==> config.mk <==
export PLATFORM = sky130hd
export DESIGN_NAME = divider
export DESIGN_NICKNAME = d
export VERILOG_FILES = /design/src/rtl/divider_pkg.sv /design/src/rtl/divider_clz.sv /design/src/rtl/divider.sv
export SDC_FILE = /design/constraint.sdc
export NUM_CORES = 1
export LEC_CHECK = 0
export ABC_AREA = 1
export BUFFER_PORTS_ARGS = -buffer_cell sky130_fd_sc_hd__buf_2
export CAP_MARGIN = 30
export CORE_ASPECT_RATIO = 1.2
export CORE_MARGIN = 1
export CORE_UTILIZATION = 40
export DETAILED_ROUTE_END_ITERATION = 10
export SYNTH_ARGS = -nofsm -noshare
export SYNTH_HDL_FRONTEND = slang
export SYNTH_SLANG_ARGS = --single-unit
==> constraint.sdc <==
create_clock -name clock -period 4.1 [get_ports clock]
set_clock_uncertainty 0.05 [all_clocks]
set_input_delay 0.82 -clock clock [delete_from_list [all_inputs] [get_ports clock]]
set_output_delay 0.82 -clock clock [all_outputs]
set_load 0.01 [all_outputs]
==> src/rtl/divider_pkg.sv <==
// -----------------------------------------------------------------------------
// divider_pkg
// Shared definitions for the multi-cycle DIV/DIVU unit and the decode/execute
// stages that drive it: FSM state encodings, ready/start levels and the
// operator codes that select the divider.
// -----------------------------------------------------------------------------
package divider_pkg;

  // Operand width the unit is built and verified for.
  localparam int DIV_WIDTH = 32;

  // Divider FSM states (2-bit encoding).
  typedef enum logic [1:0] {
    DIV_STATE_IDLE    = 2'd0,
    DIV_STATE_BY_ZERO = 2'd1,
    DIV_STATE_RUNNING = 2'd2,
    DIV_STATE_DONE    = 2'd3
  } div_state_e;

  // Levels of the ready output.
  localparam logic DIV_RESULT_READY     = 1'b1;
  localparam logic DIV_RESULT_NOT_READY = 1'b0;

  // Levels of the start input.
  localparam logic DIV_START = 1'b1;
  localparam logic DIV_STOP  = 1'b0;

  // Operator codes (SPECIAL funct field) used by decode and execute.
  localparam logic [5:0] OPERATOR_DIV  = 6'h1A;
  localparam logic [5:0] OPERATOR_DIVU = 6'h1B;

  // True when the operator is routed to the divider.
  function automatic logic is_div_operator(input logic [5:0] op);
    return (op == OPERATOR_DIV) || (op == OPERATOR_DIVU);
  endfunction

  // Value to drive on signed_div for a divider operator.
  function automatic logic is_signed_div_operator(input logic [5:0] op);
    return (op == OPERATOR_DIV);
  endfunction

endpackage

==> src/rtl/divider_clz.sv <==
// -----------------------------------------------------------------------------
// divider_clz
// Combinational leading-zero counter. Used by the divider's early-termination
// mode and reusable by the CLZ/CLO execute path (feed ~x to count ones).
//
// Ports:
//   value_i  input  [WIDTH-1:0]  value to scan
//   count_o  output [CW-1:0]     number of leading zeros, WIDTH when value_i==0
// -----------------------------------------------------------------------------
module divider_clz #(
  parameter  int WIDTH = 32,
  localparam int CW    = $clog2(WIDTH) + 1
) (
  input  logic [WIDTH-1:0] value_i,
  output logic [CW-1:0]    count_o
);

  // Scan from the LSB upward so the highest set bit is the last to write.
  always_comb begin
    count_o = CW'(WIDTH);
    for (int i = 0; i < WIDTH; i++) begin
      if (value_i[i]) begin
        count_o = CW'(WIDTH - 1 - i);
      end
    end
  end

endmodule

==> src/rtl/divider.sv <==
// -----------------------------------------------------------------------------
// divider
// Multi-cycle radix-2 restoring divider for DIV (signed) and DIVU (unsigned).
// One division in flight at a time.
//
// Handshake: the execute stage raises start with the operands and keeps it
// high; the request is accepted on the first edge in IDLE with start=1 and
// annul=0, and operands/signed_div are sampled only on that edge. ready rises
// when result is valid and both stay stable while start remains high; the
// first edge with start=0 returns the unit to IDLE with ready=0, result=0.
// annul forces IDLE on the next edge from any state.
//
// Ports:
//   clock       input   rising-edge clock
//   reset       input   synchronous, active-high reset
//   start       input   request, held until the result is consumed
//   annul       input   abort current operation (pipeline flush)
//   signed_div  input   1 = DIV, 0 = DIVU
//   operand_a   input   [WIDTH-1:0] dividend
//   operand_b   input   [WIDTH-1:0] divisor
//   result      output  [2*WIDTH-1:0] {remainder, quotient}, registered
//   ready       output  result valid, registered
//
// Build option: define DIVIDER_EARLY_TERM_EN to skip the leading zeros of
// |dividend| (latency WIDTH-n steps); results are identical either way.
// -----------------------------------------------------------------------------
module divider
  import divider_pkg::*;
#(
  parameter int WIDTH = DIV_WIDTH
) (
  input  logic               clock,
  input  logic               reset,
  input  logic               start,
  input  logic               annul,
  input  logic               signed_div,
  input  logic [WIDTH-1:0]   operand_a,
  input  logic [WIDTH-1:0]   operand_b,
  output logic [2*WIDTH-1:0] result,
  output logic               ready
);

  localparam int             CW        = $clog2(WIDTH) + 1;
  localparam logic [CW-1:0]  LAST_STEP = CW'(WIDTH - 1);
  localparam logic [WIDTH-1:0] ONE     = WIDTH'(1);

  div_state_e           state_q, state_d;
  logic [WIDTH-1:0]     rem_q, rem_d;       // partial remainder
  logic [WIDTH-1:0]     dvd_q, dvd_d;       // dividend bits still to consume, MSB first
  logic [WIDTH-1:0]     dvs_q, dvs_d;       // divisor magnitude
  logic [WIDTH-1:0]     quo_q, quo_d;       // quotient bits produced so far
  logic [CW-1:0]        cnt_q, cnt_d;       // step counter
  logic                 neg_quo_q, neg_quo_d;
  logic                 neg_rem_q, neg_rem_d;
  logic [2*WIDTH-1:0]   result_q, result_d;
  logic                 ready_q, ready_d;

  // ---------------------------------------------------------------------------
  // Operand magnitudes (two's complement negation only for DIV).
  // ---------------------------------------------------------------------------
  logic [WIDTH-1:0] abs_a, abs_b;

  assign abs_a = (signed_div && operand_a[WIDTH-1]) ? (~operand_a + ONE) : operand_a;
  assign abs_b = (signed_div && operand_b[WIDTH-1]) ? (~operand_b + ONE) : operand_b;

  // ---------------------------------------------------------------------------
  // Start-of-run values for the dividend shifter and counter.
  // With early termination, the dividend is pre-shifted past its leading zeros
  // and the counter starts at n, so the run still ends at LAST_STEP.
  // ---------------------------------------------------------------------------
  logic             zero_dvd;
  logic [WIDTH-1:0] dvd_init;
  logic [CW-1:0]    cnt_init;

`ifdef DIVIDER_EARLY_TERM_EN
  logic [CW-1:0] lead_zeros;

  divider_clz #(
    .WIDTH (WIDTH)
  ) u_clz (
    .value_i (abs_a),
    .count_o (lead_zeros)
  );

  // A zero dividend has nothing to shift in; its result is all zeros, the
  // same as the divide-by-zero result, so it reuses that one-cycle path.
  assign zero_dvd = (abs_a == '0);
  assign dvd_init = abs_a << lead_zeros;
  assign cnt_init = lead_zeros;
`else
  assign zero_dvd = 1'b0;
  assign dvd_init = abs_a;
  assign cnt_init = '0;
`endif

  // ---------------------------------------------------------------------------
  // One restoring step. {rem, next bit} < 2*divisor always holds, so the
  // WIDTH+1-bit difference never wraps and its MSB is the borrow.
  // ---------------------------------------------------------------------------
  logic [WIDTH:0]   trial;
  logic             q_bit;
  logic [WIDTH-1:0] rem_step, quo_step;
  logic [WIDTH-1:0] rem_fix, quo_fix;

  assign trial    = {rem_q, dvd_q[WIDTH-1]} - {1'b0, dvs_q};
  assign q_bit    = ~trial[WIDTH];
  assign rem_step = q_bit ? trial[WIDTH-1:0] : {rem_q[WIDTH-2:0], dvd_q[WIDTH-1]};
  assign quo_step = {quo_q[WIDTH-2:0], q_bit};

  // Sign fix applied on the final step; wraps modulo 2^WIDTH, so
  // most-negative / -1 yields the most-negative quotient without a trap.
  assign quo_fix = neg_quo_q ? (~quo_step + ONE) : quo_step;
  assign rem_fix = neg_rem_q ? (~rem_step + ONE) : rem_step;

  // ---------------------------------------------------------------------------
  // Next-state / datapath logic.
  // ---------------------------------------------------------------------------
  always_comb begin
    state_d   = state_q;
    rem_d     = rem_q;
    dvd_d     = dvd_q;
    dvs_d     = dvs_q;
    quo_d     = quo_q;
    cnt_d     = cnt_q;
    neg_quo_d = neg_quo_q;
    neg_rem_d = neg_rem_q;
    result_d  = result_q;
    ready_d   = ready_q;

    if (annul) begin
      state_d  = DIV_STATE_IDLE;
      ready_d  = DIV_RESULT_NOT_READY;
      result_d = '0;
    end else begin
      case (state_q)
        DIV_STATE_IDLE: begin
          if (start == DIV_START) begin
            dvs_d     = abs_b;
            rem_d     = '0;
            quo_d     = '0;
            neg_quo_d = signed_div & (operand_a[WIDTH-1] ^ operand_b[WIDTH-1]);
            neg_rem_d = signed_div & operand_a[WIDTH-1];
            if ((operand_b == '0) || zero_dvd) begin
              state_d = DIV_STATE_BY_ZERO;
            end else begin
              dvd_d   = dvd_init;
              cnt_d   = cnt_init;
              state_d = DIV_STATE_RUNNING;
            end
          end
        end

        DIV_STATE_BY_ZERO: begin
          result_d = '0;
          ready_d  = DIV_RESULT_READY;
          state_d  = DIV_STATE_DONE;
        end

        DIV_STATE_RUNNING: begin
          rem_d = rem_step;
          quo_d = quo_step;
          dvd_d = dvd_q << 1;
          cnt_d = cnt_q + CW'(1);
          if (cnt_q == LAST_STEP) begin
            result_d = {rem_fix, quo_fix};
            ready_d  = DIV_RESULT_READY;
            state_d  = DIV_STATE_DONE;
          end
        end

        DIV_STATE_DONE: begin
          if (start == DIV_STOP) begin
            state_d  = DIV_STATE_IDLE;
            ready_d  = DIV_RESULT_NOT_READY;
            result_d = '0;
          end
        end

        default: begin
          state_d  = DIV_STATE_IDLE;
          ready_d  = DIV_RESULT_NOT_READY;
          result_d = '0;
        end
      endcase
    end
  end

  // ---------------------------------------------------------------------------
  // State registers.
  // ---------------------------------------------------------------------------
  always_ff @(posedge clock) begin
    if (reset) begin
      state_q   <= DIV_STATE_IDLE;
      rem_q     <= '0;
      dvd_q     <= '0;
      dvs_q     <= '0;
      quo_q     <= '0;
      cnt_q     <= '0;
      neg_quo_q <= 1'b0;
      neg_rem_q <= 1'b0;
      result_q  <= '0;
      ready_q   <= DIV_RESULT_NOT_READY;
    end else begin
      state_q   <= state_d;
      rem_q     <= rem_d;
      dvd_q     <= dvd_d;
      dvs_q     <= dvs_d;
      quo_q     <= quo_d;
      cnt_q     <= cnt_d;
      neg_quo_q <= neg_quo_d;
      neg_rem_q <= neg_rem_d;
      result_q  <= result_d;
      ready_q   <= ready_d;
    end
  end

  assign result = result_q;
  assign ready  = ready_q;

endmodule

; ---- Word-level counts from Yosys, hierarchy flattened
; Cells that the tools add are included.
[totals]
inputBits = 69
reg_bits = 202
output_inout_bits = 65
wordCells = 70
[op_classes]
add_sub_neg = 6
bitwise = 9
muxes = 25
n_reduce_logical = 12
eq_ne = 8
[op_table]
columns = op, n
row1 = 2-to-1 mux 32 bit, 8
row2 = case mux 64 bit (3 select lines), 1
row3 = "adder 32 x 1 -> 32 bit, second input constant", 4
row4 = 2-to-1 mux 64 bit, 2
row5 = inverter 32 bit, 4
row6 = case mux 32 bit (2 select lines), 2
row7 = case mux 31 bit (2 select lines), 1
row8 = subtractor 33 x 32 -> 33 bit, 1
row9 = zero test 32 bit, 1
row10 = 2-to-1 mux 6 bit, 2
row11 = case mux 6 bit (2 select lines), 1
row12 = AND reduction 3 bit, 4
row13 = 2-to-1 mux 2 bit, 4
row14 = "!= test 2 bit, second input constant", 4
row15 = case mux 2 bit (4 select lines), 1
row16 = "adder 6 x 1 -> 6 bit, second input constant", 1
row17 = "equality test 6 x 5 -> 1 bit, second input constant", 1
row18 = "equality test 2 bit, second input constant", 2
row19 = AND reduction 4 bit, 1
row20 = case mux 1 bit (3 select lines), 1
row21 = nonzero test 3 bit, 1
row22 = AND 1 bit, 2
row23 = "equality test 2 x 1 -> 1 bit, second input constant", 1
row24 = logical AND 1 bit, 2
row25 = 6 further kinds, 8

; ---- Depth between registers and ports, before layout
[depth]
word_depth = 7
ltp_mapped = 28
mapped_depth_nobuf = 26

; ---- Worst setup path before layout
; Ideal clock, no wire load.
[synth_timing]
kind = register to register
start = register dvd_q[31]
end = register result_q[24], in the netlist result[24]
stages_incl_launch_ff = 27
synth_period_minus_slack_ns = 3.829
arrival_time_ns = 3.647
required_ns = 3.918
slack_ns = 0.271
n_path_buf = 2
setup_ns = 0.132
cell_sequence = dfxtp_1 inv_1 ha_1 inv_1 fa_1 nand2_1 nand2_1 nand3_1 nand2_2 nand2_2 nand2_4 nand2_4 nand3_2 nand2_4 buf_6 buf_4 ha_1 nand3_1 nor4_1 nand2_1 nor3_1 nand4_1 nor2_1 nor2_1 or2_2 nand3_1 a21oi_1
[synth_between]
elab_chain_len = 7
[synth_rtl]
columns = element, line
row1 = from (decl), divider.sv:49  ; logic [WIDTH-1:0] dvd_q, dvd_d;
row2 = from (signal assigned), divider.sv:206  ; dvd_q <= dvd_d;
row3 = subtractor 33 x 32 -> 33 bit, divider.sv:105  ; assign trial = {rem_q, dvd_q[WIDTH-1]} - {1'b0, dvs_q};
row4 = inverter 1 bit, divider.sv:106  ; assign q_bit = ~trial[WIDTH];
row5 = inverter 32 bit, divider.sv:112  ; assign quo_fix = neg_quo_q ? (~quo_step + ONE) : quo_step;
row6 = adder 32 x 1 -> 32 bit, divider.sv:112
row7 = 2-to-1 mux 32 bit, divider.sv:112
row8 = 2-to-1 mux 64 bit, divider.sv:164  ; if (cnt_q == LAST_STEP) begin
row9 = case mux 64 bit (3 select lines), divider.sv:135  ; case (state_q)
row10 = to (signal assigned), divider.sv:212  ; result_q <= result_d;
row11 = to (decl), divider.sv:55  ; logic [2*WIDTH-1:0] result_q, result_d;
; Every way passes these cells. The select of a mux whose other input is x is not followed.
; A chain may end at the register's enable or synchronous reset.

; ---- Worst setup path in the final report
; Same ends and word-level chain as after synthesis.

==> impl_metrics.csv <==
group,metric,value,unit
outcome,status,"completed",
grt,grt_usage,23.2,%
sta,period_share,94.0,%
clocking,clkTransAtPathRegs,60,ps
final_layout,fin_nets,2471,
synthesis,syn_area_per_cell,6.09,um^2
power_and_ir_drop,vdd.ir_drop.worst,0.225,mV
worst_setup_path,critPathLaunch,"dvd_q[31]",
clocking,cts_tree,"done",
placement,port_buffers,133,
job,cap_violations,0,
routing,routed-via-count,14300,
worst_setup_path,critPathCaptureType,"flop",
worst_setup_path,cpPeakStageDelay,390,ps
synthesis,synth_xor_area_share,4.70,%
synthesis,synth_area_leaders,"dfxtp_1, nand2_1, a21oi_1",
clocking,cts_buffers,23,
min_path,hold_path_startpoint,"dvd_q[1]",
final_layout,layout-drive-gt1-share,11.3,%
synthesis,yosys_warnings,0,
final_layout,fin_cells,2833,
power_and_ir_drop,cellLeakagePower,7.77,nW
worst_setup_path,cp-start-kind,"flop",
synthesis,yosysSeqAreaShare,29.3,%
placement,gp_congestion,0.970,
placement,pre_cts_ws,21.0,ps
final_layout,finalInstanceArea,15800,um^2
sta,finalHoldViolations,0,
grt,grt_first_pass_wirelength,66200,um
worst_setup_path,cp_max_fo,5,
routing,avgViaCountPerCell,5.06,
worst_setup_path,r2r_start,"dvd_q[31]",
synthesis,synth_mux_area_share,0,%
synthesis,synthCells,2265,
worst_setup_path,cp_data_required_time,4460,ps
routing,ant_nets,0,
floorplanning,die_w,172,um
grt,grt_max_degree,73,
synthesis,yosysUniqueCellTypes,56,
final_layout,final_common_cell,"nand2_1",
grt,first_global_vias,13200,
min_path,hold_class,"flop to flop",
sta,setup_slack,245,ps
worst_setup_path,critPathArrivalTime,4220,ps
routing,wl,41200,um
placement,dp_hpwl,31000,um
synthesis,synth-compound-area-share,16.2,%
floorplanning,die_h,205,um
final_layout,antenna_cells,0,
clocking,h-tree-depth,1,
worst_setup_path,timing.critical_path.cells,"inv_1, ha_1, inv_1, fa_1, nand2_1, nand2_1, nand3_1, nand2_2, nand2_2, nand2_4, nand2_4, nand3_2, nand2_4, ha_1, nand3_1, nor4_4, nand2_1, nor3_4, nand4_1, nor2_2, nor2_1, or2_2, nand3_1, a21oi_1",
synthesis,synth_seq_cells,202,
power_and_ir_drop,p_per_area,330,nW/um^2
placement,placed_area,14900,um^2
clocking,clkSinkCount,202,
final_layout,layout_common_cells,"nand2_1, inv_1, a21oi_1, dfxtp_1, nor2_1",
routing,first_pass_iters,5,
floorplanning,core_area,34000,um^2
worst_setup_path,cp_slowest_cell,"fa_1",
synthesis,synth_area,13800,um^2
sta,final-setup-viol-count,0,
final_layout,layout-area-overhead-vs-synth,14.2,%
min_path,hold_path_depth,2,
synthesis,synth_simple_gate_area_share,35.8,%
clocking,root_buffer,"clkbuf_16",
synthesis,synth_nets,2375,
clocking,cts_max_path_buffers,3,
floorplanning,floorplan.initialDensity,40.6,%
floorplanning,rows,74,
synthesis,synth_top_area_share,29.3,%
routing,routedWlPerCell,14.6,um
grt,grt_overflow_total,0,
synthesis,synthAdderAreaFrac,3.77,%
worst_setup_path,worstSetupPathType,"flop to flop",
clocking,cts_hold_buffers,0,
final_layout,fin_util,46.4,%
sta,finalWorstPathRequiredPeriod,3850,ps
sta,max_slew_margin,43.5,%
worst_setup_path,rr_worst_depth,24,
clocking,worstSkewPairLatency,540,ps
synthesis,synth_top_area_cell,"dfxtp_1",
sta,holdWs,403,ps
synthesis,synth_top_family_by_area,"simple AND/OR/NAND/NOR gates",
sta,slew_viol_final,0,
routing,drt_iter0_drc,940,
floorplanning,ios,134,
sta,max_freq,259,MHz
placement,dp.cells,2789,
sta,worst_slew_pin_slew,846,ps
power_and_ir_drop,total_power,5.19,mW
grt,antenna_found_initial,0,
routing,drc,0,
floorplanning,die-area,35200,um^2
sta,fin_setup_tns,0,ps
## report_power, final
group	leakage, nW	internal (mW)	switching [mW]
Sequential	1.64	2.02	0.0242
Clock	0.392	1.33	0.884
Combinational	5.74	0.297	0.641
## cell usage after synthesis (all sizes together)
library cell and instances:
nand4 18, o41ai 2, or3 2, a41oi 1, o21bai 4, a21o 1
and3 1, and2 3, a21oi 247, a21boi 1, a211oi 3, xor2 43
or2 8, ha 40, buf 21, o21a 2, dfxtp 202, nor2 192
o2111ai 1, o311ai 1, xnor2 31, nor3b 1, o31ai 5, a2bb2oi 2
inv 271, o22ai 2, a31oi 3, clkinv 1, fa 1, nor3 24
o221ai 7, nand3b 9, nor4 17, nand3 133, clkbuf 68, o21ai 107
o211ai 16, a221oi 3, nand2 771
## worst max-delay path: cells and delay by family (launching register included)
kind | cells | cell delay [ps]
fa+ha+maj | 3 | 710
buf+inv | 2 | 170
simple gates | 18 | 2410
flops | 1 | 300
compound gates | 1 | 60
## logic make-up (layout without fill, tap and decap cells)
family | count (synthesis) | after routing
AND/OR/NAND/NOR | 1179 | 1180
AO/OA/AOI/OAI | 408 | 408
buffers and inverters | 361 | 472
flip-flops | 202 | 202
XOR/XNOR | 74 | 74
adder cells (fa/ha/maj) | 41 | 41
## flip-flops by register name, summed over array words and instances (netlist names)
signal and count:
rem_q 32, neg_rem_q 1, dvd_q 32, state_q 2, result 64, dvs_q 32
neg_quo_q 1, quo_q 31, cnt_q 6, ready 1
## per-layer routing
metal	vias up	part of all wire [%]	GRT usage [%]
met3	64	4.8	2.87
li1	7452	-	-
met5	-	0	0
met2	348	45	37.0
met1	6480	48	32.2
met4	0	2.7	7.46
## area by class of cell
cell class                 instances  area [um^2]
tap                              456          571
clock inverter                    13          189
clock buffer                      28          614
timing repair buffer             159          907
multi-input combinational       1703         8410
inverter                         272         1020
fill                            3660        18200
sequential                       202         4040
## worst paths after layout
kind                 to  slack (ps)
max          result[24]         250
min            dvd_q[1]         400
max reg2reg  result[24]         250
min reg2reg    dvd_q[1]         400
## timing repair
item / 4_1_cts / 5_1_grt
setup buffers: 0 / 2
setup endpoints to repair: 0 / 17
resized for setup: 0 / 10
(Power assumes the default switching activity.)
